$ cat config.mk
export PLATFORM = sky130hd
export DESIGN_NAME = wb_grf_arbiter_flat
export DESIGN_NICKNAME = d
export VERILOG_FILES = /design/src/rtl/wb_grf_arbiter_if.sv /design/src/rtl/wb_grf_arbiter.sv /design/src/flat_wrapper.sv
export SDC_FILE = /design/constraint.sdc
export NUM_CORES = 1
export LEC_CHECK = 0
export ABC_CLOCK_PERIOD_IN_PS = 4200
export BUFFER_PORTS_ARGS = -buffer_cell sky130_fd_sc_hd__buf_4
export CAP_MARGIN = 20
export CORE_UTILIZATION = 40
export CTS_CLUSTER_DIAMETER = 100
export DETAILED_ROUTE_END_ITERATION = 10
export HOLD_SLACK_MARGIN = 0.05
export PLACE_DENSITY_LB_ADDON = 0.3
export SLEW_MARGIN = 20
export SYNTH_ARGS = -nofsm -noshare
export SYNTH_HDL_FRONTEND = slang
export SYNTH_SLANG_ARGS = --single-unit
$ cat constraint.sdc
create_clock -name clk -period 4.2 [get_ports clk]
set_clock_uncertainty 0.1 [all_clocks]
set_input_delay 0.42 -clock clk [delete_from_list [all_inputs] [get_ports clk]]
set_output_delay 0.42 -clock clk [all_outputs]
set_load 0.005 [all_outputs]
$ cat src/rtl/wb_grf_arbiter_if.sv
// Bundles the WB-stage, auxiliary-source and GRF-write signals of the GRF write-port arbiter.
// slave modport: arbiter view (WB and aux inputs in; GRF write, aux_ready, pendMask, stall_pipe out).
// master modport: surrounding-pipeline view (the mirror image).
interface wb_grf_arbiter_if;
  logic [4:0]  regWriteAddr_WB;
  logic [31:0] regWriteData_WB;
  logic [31:0] PC_WB;
  logic        aux_valid;
  logic        aux_ready;
  logic [4:0]  aux_addr;
  logic [31:0] aux_data;
  logic [31:0] aux_pc;
  logic [4:0]  regWriteAddr_GRF;
  logic [31:0] regWriteData_GRF;
  logic [31:0] PC_GRF;
  logic [31:0] pendMask;
  logic        stall_pipe;

  modport slave (
    input  regWriteAddr_WB, regWriteData_WB, PC_WB,
    input  aux_valid, aux_addr, aux_data, aux_pc,
    output aux_ready,
    output regWriteAddr_GRF, regWriteData_GRF, PC_GRF,
    output pendMask, stall_pipe
  );

  modport master (
    output regWriteAddr_WB, regWriteData_WB, PC_WB,
    output aux_valid, aux_addr, aux_data, aux_pc,
    input  aux_ready,
    input  regWriteAddr_GRF, regWriteData_GRF, PC_GRF,
    input  pendMask, stall_pipe
  );
endinterface

$ cat src/rtl/wb_grf_arbiter.sv
// Shares the GRF write port: pipeline WB always wins, aux results queue in a 2-entry FIFO and drain into idle WB slots.
// Latency: WB path combinational; aux path at least 1 cycle (enqueue edge N, GRF write in cycle N+1).
// Backpressure: aux_ready = (count < 2) from registered state; a head starved STARVE_LIMIT cycles raises stall_pipe.
// Ports: clk, reset (async, active low), bus (wb_grf_arbiter_if.slave).
module wb_grf_arbiter #(
  parameter int unsigned STARVE_LIMIT = 4
) (
  input  logic            clk,
  input  logic            reset,
  wb_grf_arbiter_if.slave bus
);

  localparam logic [3:0] LIMIT = 4'(STARVE_LIMIT);

  typedef struct packed {
    logic        valid;
    logic [4:0]  addr;
    logic [31:0] data;
    logic [31:0] pc;
  } entry_t;

  entry_t [1:0] fifo_q;
  logic         head_q;
  logic [1:0]   count_q;
  logic [3:0]   wait_cnt_q;
  logic         stall_q;

  entry_t head_ent;
  logic   head_present;
  logic   head_valid;
  logic   wb_busy;
  logic   grant_aux;
  logic   head_killed;
  logic   pop;
  logic   accept;
  logic   store;
  logic   tail_idx;

  assign head_ent     = fifo_q[head_q];
  assign head_present = (count_q != 2'd0);
  assign head_valid   = head_present && head_ent.valid;
  assign wb_busy      = (bus.regWriteAddr_WB != 5'd0);
  assign grant_aux    = !wb_busy && head_valid;
  assign head_killed  = head_valid && wb_busy && (head_ent.addr == bus.regWriteAddr_WB);
  // Killed entries keep their slot until they reach the head; they are discarded
  // there without touching the GRF, whatever the pipeline is doing.
  assign pop          = head_present && (grant_aux || !head_ent.valid);
  assign accept       = bus.aux_valid && bus.aux_ready;
  // Register 0 is never written, so such results complete the handshake but take no slot.
  assign store        = accept && (bus.aux_addr != 5'd0);
  // Enqueue is impossible at count==2, so head+count mod 2 always names a free slot.
  assign tail_idx     = head_q ^ count_q[0];

  assign bus.aux_ready  = (count_q != 2'd2);
  assign bus.stall_pipe = stall_q;

  logic [4:0]  grf_addr;
  logic [31:0] grf_data;
  logic [31:0] grf_pc;

  always_comb begin
    grf_addr = 5'd0;
    grf_data = 32'd0;
    grf_pc   = bus.PC_WB;
    if (wb_busy) begin
      grf_addr = bus.regWriteAddr_WB;
      grf_data = bus.regWriteData_WB;
      grf_pc   = bus.PC_WB;
    end else if (head_valid) begin
      grf_addr = head_ent.addr;
      grf_data = head_ent.data;
      grf_pc   = head_ent.pc;
    end
  end

  // No GRF write may escape while reset is held, even if WB inputs are live.
  assign bus.regWriteAddr_GRF = reset ? grf_addr : 5'd0;
  assign bus.regWriteData_GRF = grf_data;
  assign bus.PC_GRF           = grf_pc;

  logic [31:0] pend;
  always_comb begin
    pend = 32'd0;
    for (int i = 0; i < 2; i++) begin
      if (fifo_q[i].valid) pend[fifo_q[i].addr] = 1'b1;
    end
    pend[0] = 1'b0;
  end
  assign bus.pendMask = pend;

  always_ff @(posedge clk or negedge reset) begin
    if (!reset) begin
      fifo_q     <= '0;
      head_q     <= 1'b0;
      count_q    <= 2'd0;
      wait_cnt_q <= 4'd0;
      stall_q    <= 1'b0;
    end else begin
      // A pipeline write is younger than anything already queued for the same register.
      for (int i = 0; i < 2; i++) begin
        if (wb_busy && fifo_q[i].valid && (fifo_q[i].addr == bus.regWriteAddr_WB)) begin
          fifo_q[i].valid <= 1'b0;
        end
      end
      if (pop) begin
        fifo_q[head_q].valid <= 1'b0;
        head_q               <= ~head_q;
      end
      // Written last so an entry enqueued alongside a matching WB write survives.
      if (store) begin
        fifo_q[tail_idx] <= '{valid: 1'b1, addr: bus.aux_addr, data: bus.aux_data, pc: bus.aux_pc};
      end
      count_q <= count_q + {1'b0, store} - {1'b0, pop};

      if (!head_valid || grant_aux || head_killed) begin
        wait_cnt_q <= 4'd0;
      end else if (wait_cnt_q != 4'hF) begin
        wait_cnt_q <= wait_cnt_q + 4'd1;
      end

      if (!head_valid || grant_aux || head_killed) begin
        stall_q <= 1'b0;
      end else if (wait_cnt_q >= LIMIT) begin
        stall_q <= 1'b1;
      end
    end
  end

endmodule

$ cat src/flat_wrapper.sv
// flat-port wrapper written by rule: the top's interface ports become plain ports
module wb_grf_arbiter_flat 
#(
  parameter int unsigned STARVE_LIMIT = 4
)
  (clk, reset, bus_regWriteAddr_WB, bus_regWriteData_WB, bus_PC_WB, bus_aux_valid, bus_aux_addr, bus_aux_data, bus_aux_pc, bus_aux_ready, bus_regWriteAddr_GRF, bus_regWriteData_GRF, bus_PC_GRF, bus_pendMask, bus_stall_pipe);
  wb_grf_arbiter_if bus_i ();
  input  logic clk;
  input  logic reset;
  input wire logic [$bits(bus_i.regWriteAddr_WB)-1:0] bus_regWriteAddr_WB;
  input wire logic [$bits(bus_i.regWriteData_WB)-1:0] bus_regWriteData_WB;
  input wire logic [$bits(bus_i.PC_WB)-1:0] bus_PC_WB;
  input wire logic [$bits(bus_i.aux_valid)-1:0] bus_aux_valid;
  input wire logic [$bits(bus_i.aux_addr)-1:0] bus_aux_addr;
  input wire logic [$bits(bus_i.aux_data)-1:0] bus_aux_data;
  input wire logic [$bits(bus_i.aux_pc)-1:0] bus_aux_pc;
  output wire logic [$bits(bus_i.aux_ready)-1:0] bus_aux_ready;
  output wire logic [$bits(bus_i.regWriteAddr_GRF)-1:0] bus_regWriteAddr_GRF;
  output wire logic [$bits(bus_i.regWriteData_GRF)-1:0] bus_regWriteData_GRF;
  output wire logic [$bits(bus_i.PC_GRF)-1:0] bus_PC_GRF;
  output wire logic [$bits(bus_i.pendMask)-1:0] bus_pendMask;
  output wire logic [$bits(bus_i.stall_pipe)-1:0] bus_stall_pipe;
  assign bus_i.regWriteAddr_WB = bus_regWriteAddr_WB;
  assign bus_i.regWriteData_WB = bus_regWriteData_WB;
  assign bus_i.PC_WB = bus_PC_WB;
  assign bus_i.aux_valid = bus_aux_valid;
  assign bus_i.aux_addr = bus_aux_addr;
  assign bus_i.aux_data = bus_aux_data;
  assign bus_i.aux_pc = bus_aux_pc;
  assign bus_aux_ready = bus_i.aux_ready;
  assign bus_regWriteAddr_GRF = bus_i.regWriteAddr_GRF;
  assign bus_regWriteData_GRF = bus_i.regWriteData_GRF;
  assign bus_PC_GRF = bus_i.PC_GRF;
  assign bus_pendMask = bus_i.pendMask;
  assign bus_stall_pipe = bus_i.stall_pipe;
  wb_grf_arbiter #(.STARVE_LIMIT(STARVE_LIMIT)) u_core (.clk(clk), .reset(reset), .bus(bus_i));
endmodule
==> impl_results.md <==
* Outcome: finished, final reports clean
* Pin count of the biggest net entering global routing at 137
* Synth unique cells at 35
* Final WL at around 20,000 um
* Period Utilization, post-route at 0.813
* RSZ-0062 raised after global routing: no
* Switching share of power at 0.329
* Mapped Cells at just under 700
* Starting Density at 0.412
* Worst-case clock buffer depth at 2
* Port Buffers at about 240
* VDD IR-drop max at 0.260 mV
* Final Setup Violations at 0
* CTS tree: yes
* Post-synth top area share at 0.440
* Initial antenna violation count at 0
* Share of total power in combinational logic at 0.436
* MaxCap Viol Count at 0
* Iter 0 DRT Violations at 281
* HPWL after detailed placement at between 10,000 and 15,000 um
* Required @ worst endpoint at 3.68 ns
* Crit-path cells: mux2i_1 -> or3_4 -> buf_12 -> nor2_1 -> o21a_1 -> buf_4
* Share of cells above drive strength 1 at 0.478
* DR vias at about 5,900
* Die height at between 100 and 150 um
* Global-route wire length before repair at roughly 32,000 um
* Psw at between 2000 and 3000 uW
* Mean Syn Cell Area at between 10 and 15 um^2
* Die area at around 0.022 mm^2
* H-tree depth at 4
* Critical Path AT at between 2 and 3 ns
* Final hold slack at ~0.14 ns
* Post-synth top area cell: dfrtp_1
* Leak at 0.00556 uW
* Grt ovf at 0
* Clock Power Share at 0.206
* Sequential area share after synthesis at 0.440
* Post-route ant nets at 0
* DR DRC count at 0
* Setup CP Type: flip-flop to output pin
* Worst skew pair latency at 0.41 ns
* Synthesized cell area at about 0.0084 mm^2
* Tightest Hold Check Type: input pin to flip-flop
* Resized Gates After CTS at 0
* Final hold violation count at 0
* Power per Cell Area at 727 mW/mm^2
* CP top delay family: flip-flops
* Vias in the first global route at about 6,100
* Seq pwr share at 0.358
* Internal power at 5280 uW
* Inserted Clock Buffers at 17
* Fmax at 293 MHz
* Hold buffer count at cts at 1
* Register area at 0.00371 mm^2
* Setup TNS Final at 0 ns
* # nets final at just over 1,000
* Die Wd at roughly 150 um
* Synth Flop Type: dfrtp_1
* Slowest stage cell, crit path: dfrtp_4
* Crit-path max cell delay at about 0.9 ns
* Ys Warns at 0
* Total GRT Usage at 0.187
* Asr flop ratio synth at 1.00
* Measured slew at the worst slew-check pin at between 0.7 and 0.8 ns
* Critical path buffers and inverters at 2
* Boundary pin count at ~240
* TritonCTS Sinks at 148
* Endpoint class of the critical path: output pin
* Post-synthesis register bit count at about 150
* DR vias/cell at 5.03
* EDFF count, synth at 0
* P&R area growth vs syn at 28.8%
* Wire per inst at 16.7 um
* DRT Pass-1 Iters at 5
* Fillers at roughly 1,800
* Final critical-path required period at 3.42 ns
* Slew HR at 0.508
* Syn nets at 820
* Main area contributors after synthesis: dfrtp_1, mux2_4, mux2i_1
* Final Wtd Congestion at 0.817
* Worst-path maximum fanout at 54
* Setup Buffers After CTS at 0
* Core area at between 0.02 and 0.025 mm^2
* Area of the multi-input gates at between 0.004 and 0.005 mm^2
* Max Slew Vio Count at 0
* Startpoint types: flip-flop
* Diode count at 0
* Clock transition at path regs at 0.07 ns
* Root buffer cell: clkbuf_16
* # rows at between 50 and 60
==> power groups by stage <==
stage / logic, uW / clock network, uW / registers [uW]
2_1_floorplan: 3060 / 0 / 2480
3_3_place_gp: 3410 / 0 / 2800
3_5_place_dp: 3450 / 0 / 2820
4_1_cts: 3470 / 1670 / 2820
5_1_grt: 3710 / 1730 / 2930
6_report: 3430 / 1620 / 2810
==> state kept, by name, indices dropped and copies added (netlist names) <==
signal,flops
u_core.bus.stall_pipe,1
u_core.count_q,2
u_core.head_q,1
u_core.wait_cnt_q,4
u_core.fifo_q,140
==> per-layer routing <==
| metal | vias up | wire, um | GRT usage |
|---|---|---|---|
| met5 | - | 0 | 0 |
| met4 | 0 | 302 | 0.0521 |
| met3 | 24 | 1050 | 0.0429 |
| met2 | 190 | 9430 | 0.306 |
| met1 | 2847 | 8780 | 0.248 |
| li1 | 2820 | - | - |
==> layout by cell type, fill, tap and decap left out, types with 10 or more instances in the layout <==
| cell type | instances |
|---|---|
| clkbuf_16 | 17 |
| o21ai_1 | 65 |
| nand2_1 | 70 |
| dfrtp_1 | 147 |
| nor2_1 | 14 |
| xnor2_1 | 10 |
| o22ai_1 | 31 |
| nand3b_1 | 10 |
| mux2i_1 | 72 |
| mux2_4 | 138 |
| buf_4 | 244 |
==> final timing paths <==
kind	start	end	slack, ns	cells past startpoint
setup / recovery	u_core.head_q	bus_regWriteAddr_GRF[4]	0.78	6
hold / removal	bus_aux_pc[31]	u_core.fifo_q[31]	0.14	2
setup reg to reg	u_core.head_q	u_core.wait_cnt_q[3]	1.30	6
hold reg to reg	u_core.fifo_q[52]	u_core.fifo_q[52]	0.41	1
max in group asynchronous	reset	u_core.head_q	2.70	3
min in group asynchronous	reset	u_core.fifo_q[94]	0.30	2
==> cell families (layout without fill, tap and decap cells) <==
family,after synthesis,count (layout),share of synthesized area
mux,210,210,0.332
fa+ha+maj,3,3,0.00446
simple gates,123,123,0.0686
xor+xnor,19,19,0.0198
buf+inv,61,284,0.0597
flops,148,148,0.440
compound gates,111,111,0.0744
other cells,1,1,0.000446
==> metrics by stage <==
step	area [um^2]	total power, uW	utilization	setup slack (ns)	cells
floorplan	8410	5530	-	1.97	676
global placement	10200	6210	0.499	1.21	1137
detailed placement	10200	6270	0.499	1.16	1137
CTS	10800	7950	0.530	0.689	1169
global route	10800	8370	0.530	0.573	1169
finish	10800	7870	0.530	0.784	1169
==> synth_stat cells (9+ instances only) <==
cell / instances
buf_12: 14
dfrtp_1: 148
o21ai_1: 65
clkbuf_1: 25
xnor2_1: 10
xor2_1: 9
nand3b_1: 10
buf_2: 15
o22ai_1: 31
nor2_1: 14
nand2_1: 70
mux2_4: 138
mux2i_1: 72
==> area by class of cell <==
cell class / instances / area share
clock buffer: 18 / 0.0396
clock inverter: 13 / 0.0183
inverter: 3 / 0.00104
multi-input combinational: 467 / 0.389
sequential: 148 / 0.342
tap: 270 / 0.0312
timing repair buffer: 250 / 0.179
Note: power is estimated with default switching activity, not from simulation.
